<file path="config.mk">
export PLATFORM = sky130hd
export DESIGN_NAME = coarse_peak_finder
export DESIGN_NICKNAME = d
export VERILOG_FILES = /design/src/rtl/coarse_peak_finder_pkg.sv /design/src/rtl/coarse_peak_finder_histogram_ram.sv /design/src/rtl/coarse_peak_finder.sv
export SDC_FILE = /design/constraint.sdc
export NUM_CORES = 1
export LEC_CHECK = 0
export BUFFER_PORTS_ARGS = -buffer_cell sky130_fd_sc_hd__buf_2
export CELL_PAD_IN_SITES_DETAIL_PLACEMENT = 0
export CELL_PAD_IN_SITES_GLOBAL_PLACEMENT = 2
export CORE_MARGIN = 3
export CORE_UTILIZATION = 42
export CTS_BUF_LIST = sky130_fd_sc_hd__clkbuf_16
export CTS_CLUSTER_SIZE = 40
export DETAILED_ROUTE_END_ITERATION = 12
export PLACE_DENSITY_LB_ADDON = 0.1
export SLEW_MARGIN = 40
export SYNTH_ARGS = -nofsm -noshare
export SYNTH_HDL_FRONTEND = slang
export SYNTH_SLANG_ARGS = --single-unit
</file>
<file path="constraint.sdc">
create_clock -name clk -period 4.45 [get_ports clk]
set_clock_uncertainty 0.2 [all_clocks]
set_input_delay 0.2225 -clock clk [delete_from_list [all_inputs] [get_ports clk]]
set_output_delay 0.2225 -clock clk [all_outputs]
set_load 0.01 [all_outputs]
</file>
<file path="src/rtl/coarse_peak_finder_pkg.sv">
// -----------------------------------------------------------------------------
// coarse_peak_finder_pkg
//
// Shared definitions for the coarse peak finder:
//   - default widths for the coarse bin index (Nb), the TDC code (Np),
//     the per-bin counter (Nc) and the number of valid codes per
//     acquisition (NEVT);
//   - the control FSM state encoding.
// -----------------------------------------------------------------------------
package coarse_peak_finder_pkg;

    // Coarse bin index width: 2**NB_DEFAULT histogram bins.
    localparam int NB_DEFAULT   = 4;
    // TDC timestamp width; the top Nb bits select the coarse bin.
    localparam int NP_DEFAULT   = 8;
    // Per-bin counter width; counts saturate at 2**Nc-1.
    localparam int NC_DEFAULT   = 8;
    // Valid codes accepted per acquisition before the scan starts.
    localparam int NEVT_DEFAULT = 255;

    typedef enum logic [2:0] {
        ST_IDLE  = 3'd0,
        ST_CLEAR = 3'd1,
        ST_ACCUM = 3'd2,
        ST_SCAN  = 3'd3,
        ST_DONE  = 3'd4
    } cpf_state_t;

endpackage : coarse_peak_finder_pkg

</file>
<file path="src/rtl/coarse_peak_finder_histogram_ram.sv">
// -----------------------------------------------------------------------------
// histogram_ram
//
// Bin storage for the coarse peak finder: 2**AW words of DW bits, one
// synchronous write port and one registered read port. A read of an address
// being written in the same cycle returns the old contents; the owner is
// responsible for forwarding. Contents are not reset.
//
// Ports:
//   clk    - clock, rising edge
//   we     - write enable
//   waddr  - write address
//   wdata  - write data
//   raddr  - read address (sampled on the rising edge)
//   rdata  - registered read data, valid the cycle after raddr
// -----------------------------------------------------------------------------
module histogram_ram #(
    parameter int AW = 4,
    parameter int DW = 8
) (
    input  logic          clk,
    input  logic          we,
    input  logic [AW-1:0] waddr,
    input  logic [DW-1:0] wdata,
    input  logic [AW-1:0] raddr,
    output logic [DW-1:0] rdata
);

    localparam int DEPTH = 1 << AW;

    logic [DW-1:0] mem [0:DEPTH-1];

    always_ff @(posedge clk) begin
        if (we) begin
            mem[waddr] <= wdata;
        end
        rdata <= mem[raddr];
    end

endmodule : histogram_ram

</file>
<file path="src/rtl/coarse_peak_finder.sv">
// -----------------------------------------------------------------------------
// coarse_peak_finder
//
// Builds a coarse histogram of TDC timestamps and reports the fullest bin.
// On start the histogram is cleared one bin per cycle (CLEAR), then NEVT
// valid codes are binned by their top Nb bits (ACCUM), then all bins are
// read in ascending order to find the maximum (SCAN), and the result is
// presented together with a one-cycle peakDone pulse (DONE).
//
// Ports:
//   clk        - clock, rising edge
//   rst        - synchronous active-high reset
//   start      - begin an acquisition, only honoured in IDLE
//   tdcValid   - qualifies tdcCode, only honoured in ACCUM
//   tdcCode    - TDC timestamp, top Nb bits select the bin
//   peakCH     - index of the fullest bin (lowest index on ties)
//   peakCount  - count held in peakCH (saturating)
//   peakDone   - one-cycle pulse, peakCH/peakCount valid in that cycle
//   busy       - high in every state except IDLE
// -----------------------------------------------------------------------------
module coarse_peak_finder
    import coarse_peak_finder_pkg::*;
#(
    parameter int Nb   = NB_DEFAULT,
    parameter int Np   = NP_DEFAULT,
    parameter int Nc   = NC_DEFAULT,
    parameter int NEVT = NEVT_DEFAULT
) (
    input  logic          clk,
    input  logic          rst,
    input  logic          start,
    input  logic          tdcValid,
    input  logic [Np-1:0] tdcCode,
    output logic [Nb-1:0] peakCH,
    output logic [Nc-1:0] peakCount,
    output logic          peakDone,
    output logic          busy
);

    localparam int            EW       = $clog2(NEVT + 1);
    localparam logic [Nb-1:0] LAST_BIN = '1;
    localparam logic [Nc-1:0] CNT_MAX  = '1;
    localparam logic [EW-1:0] EVT_LAST = EW'(NEVT - 1);

    // ------------------------------------------------------------------
    // Control state
    // ------------------------------------------------------------------
    cpf_state_t    state_reg, state_next;
    logic [Nb-1:0] addr_reg, addr_next;     // clear / scan bin index
    logic [EW-1:0] evt_reg, evt_next;       // accepted codes this run

    // Increment pipeline: stage 1 issues the read, stage 2 writes back.
    logic          s2_valid_reg;
    logic [Nb-1:0] s2_bin_reg;

    // Last write issued to the RAM, used to patch read-during-write data.
    logic          lw_valid_reg;
    logic [Nb-1:0] lw_addr_reg;
    logic [Nc-1:0] lw_data_reg;

    // Address whose data is currently on ram_rdata.
    logic [Nb-1:0] raddr_q_reg;

    // Max tracking.
    logic          cmp_valid_reg;           // ram_rdata holds a scanned bin
    logic [Nb-1:0] run_ch_reg;
    logic [Nc-1:0] run_cnt_reg;
    logic [Nb-1:0] peak_ch_reg;
    logic [Nc-1:0] peak_cnt_reg;

    // RAM port signals.
    logic          ram_we;
    logic [Nb-1:0] ram_waddr;
    logic [Nc-1:0] ram_wdata;
    logic [Nb-1:0] ram_raddr;
    logic [Nc-1:0] ram_rdata;

    logic [Nb-1:0] code_bin;
    logic          accept;
    logic [Nc-1:0] bin_data;
    logic [Nc-1:0] inc_data;
    logic [Nb-1:0] cand_ch;
    logic [Nc-1:0] cand_cnt;

    assign code_bin = tdcCode[Np-1 -: Nb];
    assign accept   = (state_reg == ST_ACCUM) && tdcValid;

    // The fine part of the timestamp plays no role in coarse binning.
    generate
        if (Np > Nb) begin : g_fine_bits
            logic fine_unused;
            assign fine_unused = ^tdcCode[Np-Nb-1:0];
        end
    endgenerate

    // ------------------------------------------------------------------
    // Bin storage
    // ------------------------------------------------------------------
    histogram_ram #(
        .AW (Nb),
        .DW (Nc)
    ) u_ram (
        .clk   (clk),
        .we    (ram_we),
        .waddr (ram_waddr),
        .wdata (ram_wdata),
        .raddr (ram_raddr),
        .rdata (ram_rdata)
    );

    // The RAM returns old data when the same address was written on the
    // edge that captured the read; the write that happened on that edge is
    // the only one that can be missing, so a single-entry bypass suffices.
    // This covers back-to-back increments of one bin and the scan of a bin
    // whose final increment lands in the first SCAN cycle.
    assign bin_data = (lw_valid_reg && (lw_addr_reg == raddr_q_reg)) ? lw_data_reg
                                                                     : ram_rdata;
    assign inc_data = (bin_data == CNT_MAX) ? bin_data : bin_data + 1'b1;

    always_comb begin
        ram_we    = 1'b0;
        ram_waddr = s2_bin_reg;
        ram_wdata = inc_data;
        if (state_reg == ST_CLEAR) begin
            ram_we    = 1'b1;
            ram_waddr = addr_reg;
            ram_wdata = '0;
        end else if (s2_valid_reg) begin
            ram_we    = 1'b1;
        end
        ram_raddr = (state_reg == ST_ACCUM) ? code_bin : addr_reg;
    end

    // ------------------------------------------------------------------
    // Max tracking: strictly greater replaces, so ties keep the lower bin.
    // ------------------------------------------------------------------
    always_comb begin
        cand_ch  = run_ch_reg;
        cand_cnt = run_cnt_reg;
        if (cmp_valid_reg && (bin_data > run_cnt_reg)) begin
            cand_ch  = raddr_q_reg;
            cand_cnt = bin_data;
        end
    end

    // ------------------------------------------------------------------
    // FSM next-state logic
    // ------------------------------------------------------------------
    always_comb begin
        state_next = state_reg;
        addr_next  = addr_reg;
        evt_next   = evt_reg;
        case (state_reg)
            ST_IDLE: begin
                if (start) begin
                    state_next = ST_CLEAR;
                    addr_next  = '0;
                end
            end
            ST_CLEAR: begin
                // addr wraps back to 0 on leaving, ready for the scan.
                addr_next = addr_reg + 1'b1;
                if (addr_reg == LAST_BIN) begin
                    state_next = ST_ACCUM;
                end
            end
            ST_ACCUM: begin
                if (tdcValid) begin
                    if (evt_reg == EVT_LAST) begin
                        evt_next   = '0;
                        addr_next  = '0;
                        state_next = ST_SCAN;
                    end else begin
                        evt_next = evt_reg + 1'b1;
                    end
                end
            end
            ST_SCAN: begin
                addr_next = addr_reg + 1'b1;
                if (addr_reg == LAST_BIN) begin
                    state_next = ST_DONE;
                end
            end
            ST_DONE: begin
                state_next = ST_IDLE;
            end
            default: begin
                state_next = ST_IDLE;
            end
        endcase
    end

    // ------------------------------------------------------------------
    // Control registers (reset)
    // ------------------------------------------------------------------
    always_ff @(posedge clk) begin
        if (rst) begin
            state_reg     <= ST_IDLE;
            addr_reg      <= '0;
            evt_reg       <= '0;
            s2_valid_reg  <= 1'b0;
            lw_valid_reg  <= 1'b0;
            cmp_valid_reg <= 1'b0;
            peak_ch_reg   <= '0;
            peak_cnt_reg  <= '0;
        end else begin
            state_reg     <= state_next;
            addr_reg      <= addr_next;
            evt_reg       <= evt_next;
            s2_valid_reg  <= accept;
            lw_valid_reg  <= ram_we;
            cmp_valid_reg <= (state_reg == ST_SCAN);
            if (state_reg == ST_DONE) begin
                peak_ch_reg  <= cand_ch;
                peak_cnt_reg <= cand_cnt;
            end
        end
    end

    // ------------------------------------------------------------------
    // Datapath registers (no reset needed; qualified by control above)
    // ------------------------------------------------------------------
    always_ff @(posedge clk) begin
        s2_bin_reg  <= code_bin;
        lw_addr_reg <= ram_waddr;
        lw_data_reg <= ram_wdata;
        raddr_q_reg <= ram_raddr;
        // The running maximum is cleared while accumulating so every scan
        // starts from (0, 0); an empty histogram therefore reports (0, 0).
        if (state_reg == ST_ACCUM) begin
            run_ch_reg  <= '0;
            run_cnt_reg <= '0;
        end else if (cmp_valid_reg) begin
            run_ch_reg  <= cand_ch;
            run_cnt_reg <= cand_cnt;
        end
    end

    // ------------------------------------------------------------------
    // Outputs: the last bin's comparison completes in DONE, so the result
    // is taken straight from the comparator in that cycle and held after.
    // ------------------------------------------------------------------
    assign peakDone  = (state_reg == ST_DONE);
    assign busy      = (state_reg != ST_IDLE);
    assign peakCH    = (state_reg == ST_DONE) ? cand_ch  : peak_ch_reg;
    assign peakCount = (state_reg == ST_DONE) ? cand_cnt : peak_cnt_reg;

endmodule : coarse_peak_finder
</file>
==> summary.md <==
| Metric | Value |
|---|---|
| Setup crit end kind | `output port` |
| DR top layer | `met4` |
| Fmax | `~0.24 GHz` |
| Hold slack | `between 0.1 and 0.15 ns` |
| RSZ-0062 raised after global routing | `false` |
| Cell area after synthesis | `just over 8000 um2` |
| Synthesized area per cell | `11.49 um2` |
| Yosys warns | `0` |
| Pins over their slew limit | `0` |
| Worst EP arrival | `between 3 and 4 ns` |
| Synth cell types | `between 40 and 50` |
| Peak supply drop | `0.0002620 V` |
| WL final | `roughly 18000 um` |
| H-tree levels | `4` |
| Met2 WL | `roughly 8800 um` |
| Post-synthesis cell count | `a little over 700` |
| PwrDens | `approximately 420 nW/um2` |
| DR WL/cell | `~18 um` |
| Ant diodes | `0` |
| Final nets | `approximately 790` |
| Final Wtd Congestion | `0.8521` |
| Worst rel slew slack | `45.30%` |
| Worst skew pair latency | `~0.43 ns` |
| Crit Path Class | `reg2out` |
| Register with the most flip-flops | `u_ram.mem` |
| # fillers | `1716` |
| Final Power | `3.981 mW` |
| Clk slew on worst S/H paths | `0.07 ns` |
| Sequential share of the synthesized area | `between 60% and 70%` |
| Ports | `26` |
| DIE AREA | `~22000 um2` |
| CORE AREA | `19080 um2` |
| Residual DRC | `0` |
| Fin crit period | `4.247 ns` |
| Post-synth EDFFs | `~130` |
| Worst hold path type | `in2reg` |
| Setup total negative slack | `0 ns` |
| CTS Buf Count | `17` |
| Port Buffers | `21` |
| Clk sink count | `approximately 200` |
| Max reg flops | `around 130` |
| ANT nets after route | `0` |
| Max Cap Viol | `0` |
| Count of state elements after synthesis | `around 200` |
| WL met3 | `~590 um` |
| Root Driver | `clkbuf_16` |
| CP Launch Type | `flip-flop` |
| CP max FO | `13` |
| Final setup fails | `0` |
| Vias in the first global route | `5247` |
| Crit path required time | `slightly above 4 ns` |
| DRT Pass-1 Iters | `5` |
| Top_reg_cell synth | `edfxtp_1` |
| Final hold vios | `0` |
| Vias | `roughly 5400` |
| Syn nets | `between 700 and 800` |
| Global-route wire length before repair | `29310 um` |
| CTS tree | `yes` |
| Largest net degree at the start of global routing | `a little under 50` |
| Post-DP Area | `roughly 8800 um2` |
| Initial antenna violation count | `0` |
| All-layer global routing usage | `approximately 18%` |
| Via-per-instance ratio | `5.240` |
| Die H | `approximately 150 um` |
| Remaining Overflow, GRT | `0` |
| DP HPWL | `12010 um` |
| Clock Path Buffers | `2` |
| Worst-Margin Slew | `0.8175 ns` |
| Floorplan row count | `50` |
| Initial core utilization | `between 40 and 50%` |
| Initial DRC count | `331` |
| Status | `finished, final reports clean` |
| Area growth syn-to-layout | `14.30%` |
| Async SR Flop Fraction | `0%` |
| Share of layout cells above drive strength 1 | `15.25%` |
| Final critical-path share of the clock period | `a little over nine tenths` |
| Fin area | `approximately 9500 um2` |
| Wl on met1 | `between 8000 and 9000 um` |
| Die Wd | `~150 um` |
| Static Leak | `between 3 and 4 nW` |
## path summary, 6_finish.rpt
path | start | endpoint | slack, ns | cells past startpoint
hold / removal | tdcValid | s2_valid_reg | 0.12 | 3
setup / recovery | raddr_q_reg[2] | peakCH[2] | 0.20 | 12
hold reg to reg | peak_cnt_reg[6] | peak_cnt_reg[6] | 0.26 | 2
setup reg to reg | raddr_q_reg[2] | peak_ch_reg[1] | 0.83 | 11
## area by class of cell
cell class / instances / area, um2 / share of cell area, %
clock buffers: 17 / 425.4 / 4.478
flip-flops and latches: 198 / 5245 / 55.22
inverters: 19 / 71.32 / 0.7508
repair buffers: 53 / 361.6 / 3.807
well taps: 260 / 325.3 / 3.425
clock inverters: 15 / 190.2 / 2.002
multi-input cells: 472 / 2880 / 30.32
## metal layers
| layer | track usage [%] | vias up |
|---|---|---|
| li1 | - | 2673 |
| met1 | 24.63 | 2654 |
| met2 | 28.26 | 80 |
| met3 | 3.538 | 11 |
| met4 | 4.563 | 0 |
| met5 | 0 | - |
## synth_stat cells (3+ instances only)
master,number,area share [%]
buf_6,4,0.54
mux2i_2,5,0.83
o221ai_1,8,0.84
a31oi_1,11,0.83
a211oi_1,10,0.90
edfxtp_1,128,46
buf_2,15,0.90
inv_1,16,0.72
xnor2_1,5,0.53
and3_1,3,0.23
mux2i_1,27,3.3
a21oi_1,24,1.4
nand4_1,10,0.75
clkbuf_1,10,0.45
dfxtp_1,70,17
mux2_2,10,1.4
o211ai_1,9,0.81
xor2_1,9,0.95
o21ai_1,11,0.66
nor2b_1,6,0.45
nand3_1,33,2.0
nor3b_1,4,0.36
nor3_1,5,0.30
nor2_1,59,2.7
a32oi_1,8,0.84
nand2_1,147,6.6
or3_1,3,0.23
nand3b_1,10,0.90
buf_4,6,0.54
o21ai_0,19,1.1
ha_1,12,1.8
mux2_4,4,0.72
inv_2,3,0.14
## critical path: stages (launching register included)
cell and delay [ns]:
dfxtp_1 0.34, xor2_1 0.19, nor4_4 0.29, buf_6 0.20, mux2_2 0.42, ha_1 0.34, nand4_1 0.18, or3b_1 0.39
a21o_2 0.27, and2_4 0.25, mux2i_2 0.25, a21oi_1 0.10, buf_2 0.17
## through the flow
step / std cells / utilization [%] / worst slack [ns]
2_1_floorplan: 723 / - / 0.8312
3_3_place_gp: 991 / 45.79 / 0.4229
3_5_place_dp: 991 / 45.90 / 0.5526
4_1_cts: 1028 / 49.38 / 0.05183
5_1_grt: 1034 / 49.78 / 0.01514
6_report: 1034 / 49.78 / 0.2026
## cell families after synthesis
family	share of synthesized area [%]
xor+xnor	1.475
mux	6.293
compound gates	8.085
simple gates	15.93
flops	63.11
fa+ha+maj	1.807
buf+inv	3.297
## repair_timing
| action | in CTS | in global routing |
|---|---|---|
| setup endpoints to repair | 0 | 7 |
| resized for setup | 0 | 5 |
| hold endpoints to repair | 10 | 0 |
| setup buffers | 0 | 5 |
| hold buffers | 5 | 0 |
## cell usage in the layout (no fill, tap or decap), types with 9 or more instances in the layout
cell type,instances
dfxtp_1,70
o21ai_0,19
ha_1,12
mux2i_1,27
buf_2,21
inv_1,16
o211ai_1,9
mux2_2,10
nand2_1,147
o21ai_1,11
xor2_1,9
nand4_1,10
clkbuf_16,17
nand3_1,33
a31oi_1,11
a21oi_1,24
nor2_1,53
buf_4,26
nand3b_1,10
edfxtp_1,128
## power by group
group	internal [mW]	switching, mW
Sequential	2.04	0.0301
Combinational	0.110	0.216
Clock	0.855	0.726
Total	3.01	0.973
No activity file was read; power rests on OpenSTA's default activity.
